## src/rtl/mem_ctrl.sv

```systemverilog
// Shares one byte-wide RAM port between instruction fetch and data access, MEM first.
// Requests are serialised into per-byte RAM cycles; read bytes are reassembled little-endian.
module mem_ctrl #(
  parameter int AddrLen = 32
) (
  input  logic               clk,
  input  logic               rst,
  input  logic               if_req_i,
  input  logic [AddrLen-1:0] if_addr_i,
  output logic               if_done_o,
  output logic [31:0]        if_data_o,
  input  logic               mem_req_i,
  input  logic               mem_we_i,
  input  logic [1:0]         mem_len_i,
  input  logic [AddrLen-1:0] mem_addr_i,
  input  logic [31:0]        mem_wdata_i,
  output logic               mem_done_o,
  output logic [31:0]        mem_rdata_o,
  input  logic               jump_i,
  output logic [AddrLen-1:0] ram_addr_o,
  output logic               ram_wr_o,
  output logic [7:0]         ram_dout_o,
  input  logic [7:0]         ram_din_i
);

  typedef enum logic [1:0] {IDLE, IF_READ, MEM_READ, MEM_WRITE} state_t;

  state_t             state;
  logic [AddrLen-1:0] base_addr;
  logic [2:0]         n_bytes;
  logic [2:0]         byte_cnt;   // edges seen since acceptance
  logic [31:0]        wdata_q;
  logic [31:0]        rd_buf;
  logic               if_done_q;
  logic               mem_done_q;

  logic [2:0]         n_req;
  logic [1:0]         cap_sel;
  logic [31:0]        merged;
  logic [7:0]         wbyte;
  logic [AddrLen-1:0] next_addr;

  assign if_done_o  = if_done_q & ~jump_i;
  assign mem_done_o = mem_done_q;
  assign cap_sel    = byte_cnt[1:0] - 2'd2;
  assign next_addr  = base_addr + {{(AddrLen-3){1'b0}}, byte_cnt};

  always_comb begin
    n_req = 3'd4;
    case (mem_len_i)
      2'b00:   n_req = 3'd1;
      2'b01:   n_req = 3'd2;
      default: n_req = 3'd4;
    endcase
  end

  // Byte arriving now belongs to the address issued two edges ago.
  always_comb begin
    merged = rd_buf;
    case (cap_sel)
      2'd0:    merged[7:0]   = ram_din_i;
      2'd1:    merged[15:8]  = ram_din_i;
      2'd2:    merged[23:16] = ram_din_i;
      default: merged[31:24] = ram_din_i;
    endcase
  end

  always_comb begin
    wbyte = wdata_q[7:0];
    case (byte_cnt[1:0])
      2'd0:    wbyte = wdata_q[7:0];
      2'd1:    wbyte = wdata_q[15:8];
      2'd2:    wbyte = wdata_q[23:16];
      default: wbyte = wdata_q[31:24];
    endcase
  end

  always_ff @(posedge clk or posedge rst) begin
    if (rst) begin
      state       <= IDLE;
      base_addr   <= '0;
      n_bytes     <= '0;
      byte_cnt    <= '0;
      wdata_q     <= '0;
      rd_buf      <= '0;
      if_done_q   <= 1'b0;
      mem_done_q  <= 1'b0;
      if_data_o   <= '0;
      mem_rdata_o <= '0;
      ram_addr_o  <= '0;
      ram_wr_o    <= 1'b0;
      ram_dout_o  <= '0;
    end else begin
      if_done_q  <= 1'b0;
      mem_done_q <= 1'b0;
      case (state)
        IDLE: begin
          if (!if_done_o && !mem_done_o) begin
            if (mem_req_i) begin
              base_addr  <= mem_addr_i;
              n_bytes    <= n_req;
              wdata_q    <= mem_wdata_i;
              byte_cnt   <= 3'd1;
              rd_buf     <= '0;
              ram_addr_o <= mem_addr_i;
              if (mem_we_i) begin
                ram_wr_o   <= 1'b1;
                ram_dout_o <= mem_wdata_i[7:0];
                state      <= MEM_WRITE;
              end else begin
                state <= MEM_READ;
              end
            end else if (if_req_i && !jump_i) begin
              base_addr  <= if_addr_i;
              n_bytes    <= 3'd4;
              byte_cnt   <= 3'd1;
              rd_buf     <= '0;
              ram_addr_o <= if_addr_i;
              state      <= IF_READ;
            end
          end
        end
        IF_READ, MEM_READ: begin
          if (state == IF_READ && jump_i) begin
            state      <= IDLE;
            ram_addr_o <= '0;
            rd_buf     <= '0;
          end else begin
            byte_cnt <= byte_cnt + 3'd1;
            if (byte_cnt < n_bytes) ram_addr_o <= next_addr;
            if (byte_cnt >= 3'd2) rd_buf <= merged;
            if (byte_cnt == n_bytes + 3'd1) begin
              state      <= IDLE;
              ram_addr_o <= '0;
              if (state == IF_READ) begin
                if_data_o <= merged;
                if_done_q <= 1'b1;
              end else begin
                mem_rdata_o <= merged;
                mem_done_q  <= 1'b1;
              end
            end
          end
        end
        MEM_WRITE: begin
          byte_cnt <= byte_cnt + 3'd1;
          if (byte_cnt < n_bytes) begin
            ram_addr_o <= next_addr;
            ram_dout_o <= wbyte;
          end else begin
            state      <= IDLE;
            ram_wr_o   <= 1'b0;
            ram_addr_o <= '0;
            ram_dout_o <= '0;
            mem_done_q <= 1'b1;
          end
        end
        default: state <= IDLE;
      endcase
    end
  end

endmodule

```

## config.mk

```make
export PLATFORM = sky130hd
export DESIGN_NAME = mem_ctrl
export DESIGN_NICKNAME = d
export VERILOG_FILES = /design/src/rtl/mem_ctrl.sv
export SDC_FILE = /design/constraint.sdc
export NUM_CORES = 1
export LEC_CHECK = 0
export BUFFER_PORTS_ARGS = -buffer_cell sky130_fd_sc_hd__buf_4
export CAP_MARGIN = 40
export CORE_MARGIN = 5
export CORE_UTILIZATION = 57
export CTS_BUF_LIST = sky130_fd_sc_hd__clkbuf_8
export DETAILED_ROUTE_END_ITERATION = 12
export PLACE_DENSITY = 0.84
export SLEW_MARGIN = 15
export SYNTH_ARGS = -nofsm -noshare
export SYNTH_HDL_FRONTEND = slang
export SYNTH_SLANG_ARGS = --single-unit
```

## constraint.sdc

```tcl
create_clock -name clk -period 20 [get_ports clk]
set_clock_uncertainty 0.15 [all_clocks]
set_input_delay 4 -clock clk [delete_from_list [all_inputs] [get_ports clk]]
set_output_delay 4 -clock clk [all_outputs]
set_load 0.02 [all_outputs]
```

==> results of run 1 <==
[critical path, stage by stage]
cell and delay, ns:
sky130_fd_sc_hd__buf_4 0.13, sky130_fd_sc_hd__nand2b_1 0.18, sky130_fd_sc_hd__inv_1 0.08, sky130_fd_sc_hd__buf_4 0.14
[state kept, by name, summed over array words and instances, names as in the netlist]
register,flops
base_addr,32
byte_cnt,3
if_data_o,32
if_done_q,1
mem_done_o,1
mem_rdata_o,32
n_bytes,3
ram_addr_o,32
ram_dout_o,8
ram_wr_o,1
rd_buf,32
state,2
wdata_q,32
[Yosys cell counts, types with 3 or more instances]
cell	number	area [um^2]
sky130_fd_sc_hd__a211oi_1	4	30.03
sky130_fd_sc_hd__a21oi_1	82	410.4
sky130_fd_sc_hd__a21oi_2	12	105.1
sky130_fd_sc_hd__a221oi_1	6	52.55
sky130_fd_sc_hd__a222oi_1	8	80.08
sky130_fd_sc_hd__a22o_1	32	280.3
sky130_fd_sc_hd__a22oi_1	6	45.04
sky130_fd_sc_hd__a2bb2oi_1	15	131.4
sky130_fd_sc_hd__a31oi_1	3	18.77
sky130_fd_sc_hd__and2_1	6	37.54
sky130_fd_sc_hd__and3_1	7	43.79
sky130_fd_sc_hd__and4_1	4	35.03
sky130_fd_sc_hd__buf_1	14	52.55
sky130_fd_sc_hd__buf_2	22	110.1
sky130_fd_sc_hd__buf_4	5	37.54
sky130_fd_sc_hd__buf_6	5	56.30
sky130_fd_sc_hd__clkbuf_1	18	67.56
sky130_fd_sc_hd__dfrtp_1	211	5280
sky130_fd_sc_hd__ha_1	16	200.2
sky130_fd_sc_hd__inv_1	19	71.32
sky130_fd_sc_hd__mux2_2	59	664.4
sky130_fd_sc_hd__mux2i_1	52	520.5
sky130_fd_sc_hd__nand2_1	37	138.9
sky130_fd_sc_hd__nand2b_1	4	25.02
sky130_fd_sc_hd__nand3_1	12	60.06
sky130_fd_sc_hd__nand4_1	7	43.79
sky130_fd_sc_hd__nor2_1	129	484.2
sky130_fd_sc_hd__nor2b_1	7	43.79
sky130_fd_sc_hd__nor3_1	8	40.04
sky130_fd_sc_hd__o211ai_1	3	22.52
sky130_fd_sc_hd__o21ai_0	36	180.2
sky130_fd_sc_hd__o21ai_1	6	30.03
sky130_fd_sc_hd__o22ai_1	9	56.30
sky130_fd_sc_hd__xnor2_1	16	140.1
sky130_fd_sc_hd__xor2_1	16	140.1
[cells by family (layout without fill, tap and decap cells)]
logic type                 count (synthesis)  in the layout  share of synthesized area
AOI/OAI and AO/OA                        235            235                     0.1598
and+or+nand+nor                          231            231                     0.1040
DFF                                      211            211                     0.5281
muxes                                    111            111                     0.1185
buffers and inverters                     83            306                    0.03954
xor gates and xnor gates                  32             32                    0.02803
adders and majority gates                 17             17                    0.02202
[how the worst max path moves through the flow]
stage,startpoint,end,slack (ns),cells after the start
2_1_floorplan,rst,base_addr[0]$_DFFE_PP0P_,10.08,1
3_3_place_gp,jump_i,if_done_o,11.34,4
3_5_place_dp,jump_i,if_done_o,11.31,4
4_1_cts,jump_i,if_done_o,11.31,4
5_1_grt,jump_i,if_done_o,11.29,4
6_report,jump_i,if_done_o,11.32,4
[cell type report]
class / count / share of cell area
Clock buffer: 45 / 0.04964
Clock inverter: 13 / 0.007722
Inverter: 19 / 0.006318
Multi-Input combinational cell: 626 / 0.3473
Sequential cell: 211 / 0.4232
Tap cell: 225 / 0.02257
Timing Repair Buffer: 229 / 0.1432
[metal layers]
layer / part of all wire / vias up / GRT usage
met5: 0 / - / 0
met4: 0.014 / 0 / 0.07154
met3: 0.060 / 28 / 0.04301
met2: 0.49 / 249 / 0.3969
met1: 0.43 / 3829 / 0.3438
li1: - / 3672 / -
[stage by stage]
step	util	worst slack, ns	hold WS (ns)
floorplan	-	10.08	0.3063
global placement	0.6762	11.34	0.3225
detailed placement	0.6823	11.31	0.3314
CTS	0.7238	11.31	0.3517
global route	0.7238	11.29	0.3631
finish	0.7238	11.32	0.3469
[power by group]
group	switching [uW]	total [uW]	internal, uW
sequential	143	772	629
combinational	584	1020	439
clock	169	384	215
==> flow_summary.json, run 1 <==
{
  "grt_start_max_net_pins": 109,
  "critical_path_arrival_ns": 4.53,
  "ys_seq_area_frac": 0.5281,
  "fillers": 1214,
  "cts-resized-gates": 0,
  "floorplan.initialDensity": 0.5801,
  "critical_path.endpoint_type": "output port",
  "coreArea_um2": 17240,
  "holdPathEnd": "base_addr[0]$_DFFE_PP0P_",
  "avgViaCountPerCell": 5.686,
  "ff2ff_setup_slack_ns": 16.54,
  "mostFrequentLayoutCell": "sky130_fd_sc_hd__buf_4",
  "maxCapViolations": 0,
  "maxSlewHeadroom": 0.4324,
  "hp-class": "flip-flop to flip-flop",
  "area_growth_pct": 24.78,
  "timing.rr.end": "rd_buf[28]$_DFFE_PP0P_",
  "pwrdens_nw_per_um2": 174.7,
  "seqCellArea_um2": 5280,
  "maximum_vdd_drop_uv": 100.9,
  "most-common-layout-cells": "sky130_fd_sc_hd__buf_4, sky130_fd_sc_hd__dfrtp_1, sky130_fd_sc_hd__nor2_1, sky130_fd_sc_hd__a21oi_1, sky130_fd_sc_hd__mux2_2",
  "num-nets-final": 1251,
  "synth-warning-count": 0,
  "final_cell_area_um2": 12480,
  "leakage_uw": 0.005821,
  "die_width_um": 142.4,
  "remaining_number_of_nets_flagged_by_the_antenna_check_after_routing": 0,
  "post_cts_hold_buffer_count": 0,
  "worstSetupStartpointType": "input pin",
  "clk-insertion-delay-late_ns": 0.51,
  "antenna_cells_inserted": 0,
  "cts_buffers": 35,
  "gr_usage_total": 0.2455,
  "post-route-period-util": 0.4339,
  "global_route.overflow_total": 0,
  "grt_pass1_wl_um": 40590,
  "vias": 7778,
  "setup.worst_path.class": "input pin to output port",
  "detailed_place_hpwl_um": 17470,
  "fp.dieArea_um2": 20290,
  "tritoncts": "built",
  "avgSynthCellArea_um2": 10.87,
  "setup_viol": 0,
  "post_route_cells_drive_above_1_share": 0.3202,
  "path_max_fanout": 5,
  "clk_pin_slew_worst_paths_ns": 0.06,
  "gp_congestion": 0.8451,
  "min_period_ns": 8.679,
  "fin_setup_tns_ns": 0,
  "design.portCount": 219,
  "dp_area_um2": 11760,
  "row_count": 48,
  "timing_hold_violations_final": 0,
  "timing_max_transition_violations_final": 0,
  "placedCellCount": 1310,
  "synth_edf_count": 0,
  "detail_route.drc_violations": 0,
  "cp_data_required_time_ns": 15.85,
  "multi_input_area_um2": 4333,
  "placement.io_buffers": 218,
  "synth_area_um2": 9998,
  "routed_wl_um": 24930,
  "synthFlopType": "sky130_fd_sc_hd__dfrtp_1",
  "maxClockFrequency_mhz": 115.2,
  "timing.hold.worst.start": "base_addr[0]$_DFFE_PP0P_",
  "cts_root_buffer": "sky130_fd_sc_hd__clkbuf_8",
  "timing_worst_slew_pin_value_ns": 0.8514,
  "dr.pass1.iters": 5,
  "drt_first_iter_violations": 479,
  "wl_per_cell_um": 18.22,
  "clock_path_buffers": 3,
  "syn_inst": 920,
  "synth.net_count": 1049,
  "min_delay_path_depth": 2,
  "synth.ff_latch_count": 211,
  "status": "finished, final reports clean",
  "fin_cells": 1368,
  "fin_total_pwr_uw": 2179,
  "die_y_um": 142.4,
  "r2r-start": "state[0]$_DFFE_PP0P_",
  "rsz0062_at_grt": "no",
  "netlist-cell-type-count": 56,
  "cts_setup_buffers": 0,
  "num_clock_sinks": 211,
  "vias_in_the_first_global_route": 7952,
  "asyncSetResetFlopFracSynth": 1.000,
  "antenna_found_initial": 0,
  "ff2ff_path_depth": 9,
  "htreeDepth": 2
}
Power figures use the tool's default switching activity.
==> inputs of run 2 (changes only) <==
==> constraint.sdc (replaced) <==
create_clock -name clk -period 8.85 [get_ports clk]
set_clock_uncertainty 0.15 [all_clocks]
set_input_delay 1.77 -clock clk [delete_from_list [all_inputs] [get_ports clk]]
set_output_delay 1.77 -clock clk [all_outputs]
set_load 0.02 [all_outputs]
==> flow_summary.json, run 2 (same netlist as run 1, synthesis figures left out) <==
{
  "status": "finished, final reports clean",
  "fillers": 1255,
  "maxSlewHeadroom": 0.4045,
  "critical-path-max-stage-delay_ns": 0.19,
  "critical_path.endpoint_type": "output port",
  "clk_pin_slew_worst_paths_ns": 0.06,
  "path_max_fanout": 5,
  "worst_path_max_delay_cell": "sky130_fd_sc_hd__nand2b_1",
  "maximum_vdd_drop_uv": 209.2,
  "ff2ff_setup_slack_ns": 5.58,
  "pwrdens_nw_per_um2": 392.3,
  "cp_data_required_time_ns": 6.93,
  "wl_per_cell_um": 18.34,
  "post_cts_hold_buffer_count": 0,
  "maxClockFrequency_mhz": 234.6,
  "vias": 7868,
  "leakage_uw": 0.005841,
  "timing.hold.worst.start": "ram_addr_o[21]$_DFFE_PP0P_",
  "multi_input_area_um2": 4333,
  "r2r-start": "state[1]$_DFFE_PP0P_",
  "seqCellArea_um2": 5280,
  "row_count": 48,
  "worstSetupStartpointType": "input pin",
  "timing_max_transition_violations_final": 0,
  "most-common-layout-cells": "sky130_fd_sc_hd__buf_4, sky130_fd_sc_hd__dfrtp_1, sky130_fd_sc_hd__nor2_1, sky130_fd_sc_hd__a21oi_1, sky130_fd_sc_hd__mux2_2",
  "drt_first_iter_violations": 529,
  "num-nets-final": 1251,
  "gr_usage_total": 0.2457,
  "worst-path-buf-inv": 3,
  "timing.critical_path.max_delay_family": "buffers and inverters",
  "post_route_cells_drive_above_1_share": 0.3139,
  "fin_setup_tns_ns": 0,
  "timing_worst_slew_pin_value_ns": 0.8923,
  "htreeDepth": 2,
  "global_route.overflow_total": 0,
  "hold-worst-slack_ns": 0.3460,
  "cts-resized-gates": 0,
  "die_width_um": 142.4,
  "cts_setup_buffers": 0,
  "layout_setup_ws_ns": 4.588,
  "holdPathEnd": "ram_addr_o[21]$_DFFE_PP0P_",
  "clk-insertion-delay-late_ns": 0.52,
  "critical_path_arrival_ns": 2.34,
  "tritoncts": "built",
  "design.portCount": 219,
  "cell_by_cell_trace_of_the_critical_path": "buf_4, nand2b_1, inv_1, buf_4",
  "rsz0062_at_grt": "no",
  "path_common_cell": "sky130_fd_sc_hd__buf_4",
  "detailed_place_hpwl_um": 17370,
  "cts_root_buffer": "sky130_fd_sc_hd__clkbuf_8",
  "min_delay_path_depth": 2,
  "floorplan.initialDensity": 0.5801,
  "area_growth_pct": 24.28,
  "setup_viol": 0,
  "antenna_found_initial": 0,
  "remaining_number_of_nets_flagged_by_the_antenna_check_after_routing": 0,
  "fin_cells": 1372,
  "avgViaCountPerCell": 5.735,
  "routed_wl_um": 25170,
  "worst-path-stages": 4,
  "coreArea_um2": 17240,
  "place_ws_ns": 4.592,
  "hp-class": "flip-flop to flip-flop",
  "die_y_um": 142.4,
  "fp.dieArea_um2": 20290,
  "vias_in_the_first_global_route": 7853,
  "min_period_ns": 4.262,
  "placement.io_buffers": 218,
  "antenna_cells_inserted": 0,
  "setup.worst_path.class": "input pin to output port",
  "dr.pass1.iters": 5,
  "detail_route.drc_violations": 0,
  "maxCapViolations": 0,
  "ff2ff_path_depth": 5,
  "cts_buffers": 36,
  "placedCellCount": 1309,
  "clock_path_buffers": 3,
  "gp_congestion": 0.8369,
  "mostFrequentLayoutCell": "sky130_fd_sc_hd__buf_4",
  "timing.rr.end": "ram_dout_o[1]$_DFFE_PP0P_",
  "num_clock_sinks": 211,
  "post-route-period-util": 0.4816,
  "timing_hold_violations_final": 0,
  "grt_start_max_net_pins": 113,
  "grt_pass1_wl_um": 40480
}
[run 2: cell count changes in the layout (fill, tap and decap cells not counted), sizes merged]
cell and change:
bufinv -1, inv +12, clkbuf -2, clkinvlp -3
clkinv -1, buf -1
[run 2: power breakdown]
| part | switching (uW) | internal [uW] | total (uW) |
|---|---|---|---|
| clock network | 389 | 444 | 832 |
| registers | 327 | 1420 | 1750 |
| logic | 1310 | 980 | 2300 |
[run 2: worst max path at each step]
stage | start | to | slack [ns]
finish | jump_i | if_done_o | 4.59
detailed placement | jump_i | if_done_o | 4.59
CTS | jump_i | if_done_o | 4.59
global route | jump_i | if_done_o | 4.56
floorplan | rst | base_addr[0]$_DFFE_PP0P_ | 1.16
global placement | jump_i | if_done_o | 4.61
[run 2: stage by stage]
step | area, um^2 | utilization | total power (uW)
2_1_floorplan | 9998 | - | 3282
3_3_place_gp | 11650 | 0.6762 | 3952
3_5_place_dp | 11740 | 0.6811 | 4046
4_1_cts | 12430 | 0.7209 | 4903
5_1_grt | 12430 | 0.7209 | 5210
6_report | 12430 | 0.7209 | 4875
[run 2: layout make-up]
cell class	count	area share
inverter	19	0.006344
clock buffer	43	0.04763
tap	225	0.02266
sequential	211	0.4249
clock inverter	20	0.007552
multi-input combinational	626	0.3487
timing repair buffer	228	0.1422
[run 2: layer usage]
layer	GRT usage	wire, um	vias up
li1	-	-	3682
met1	0.3396	10760	3896
met2	0.3986	12300	252
met3	0.04402	1633	38
met4	0.07654	476	0
met5	0	0	-
[run 2: worst register-to-register path, stage by stage, from the launching register on]
cell and delay [ns]:
sky130_fd_sc_hd__dfrtp_1 0.39, sky130_fd_sc_hd__inv_1 0.11, sky130_fd_sc_hd__ha_1 0.72, sky130_fd_sc_hd__inv_1 0.67
sky130_fd_sc_hd__a22oi_2 0.71, sky130_fd_sc_hd__mux2_2 0.41
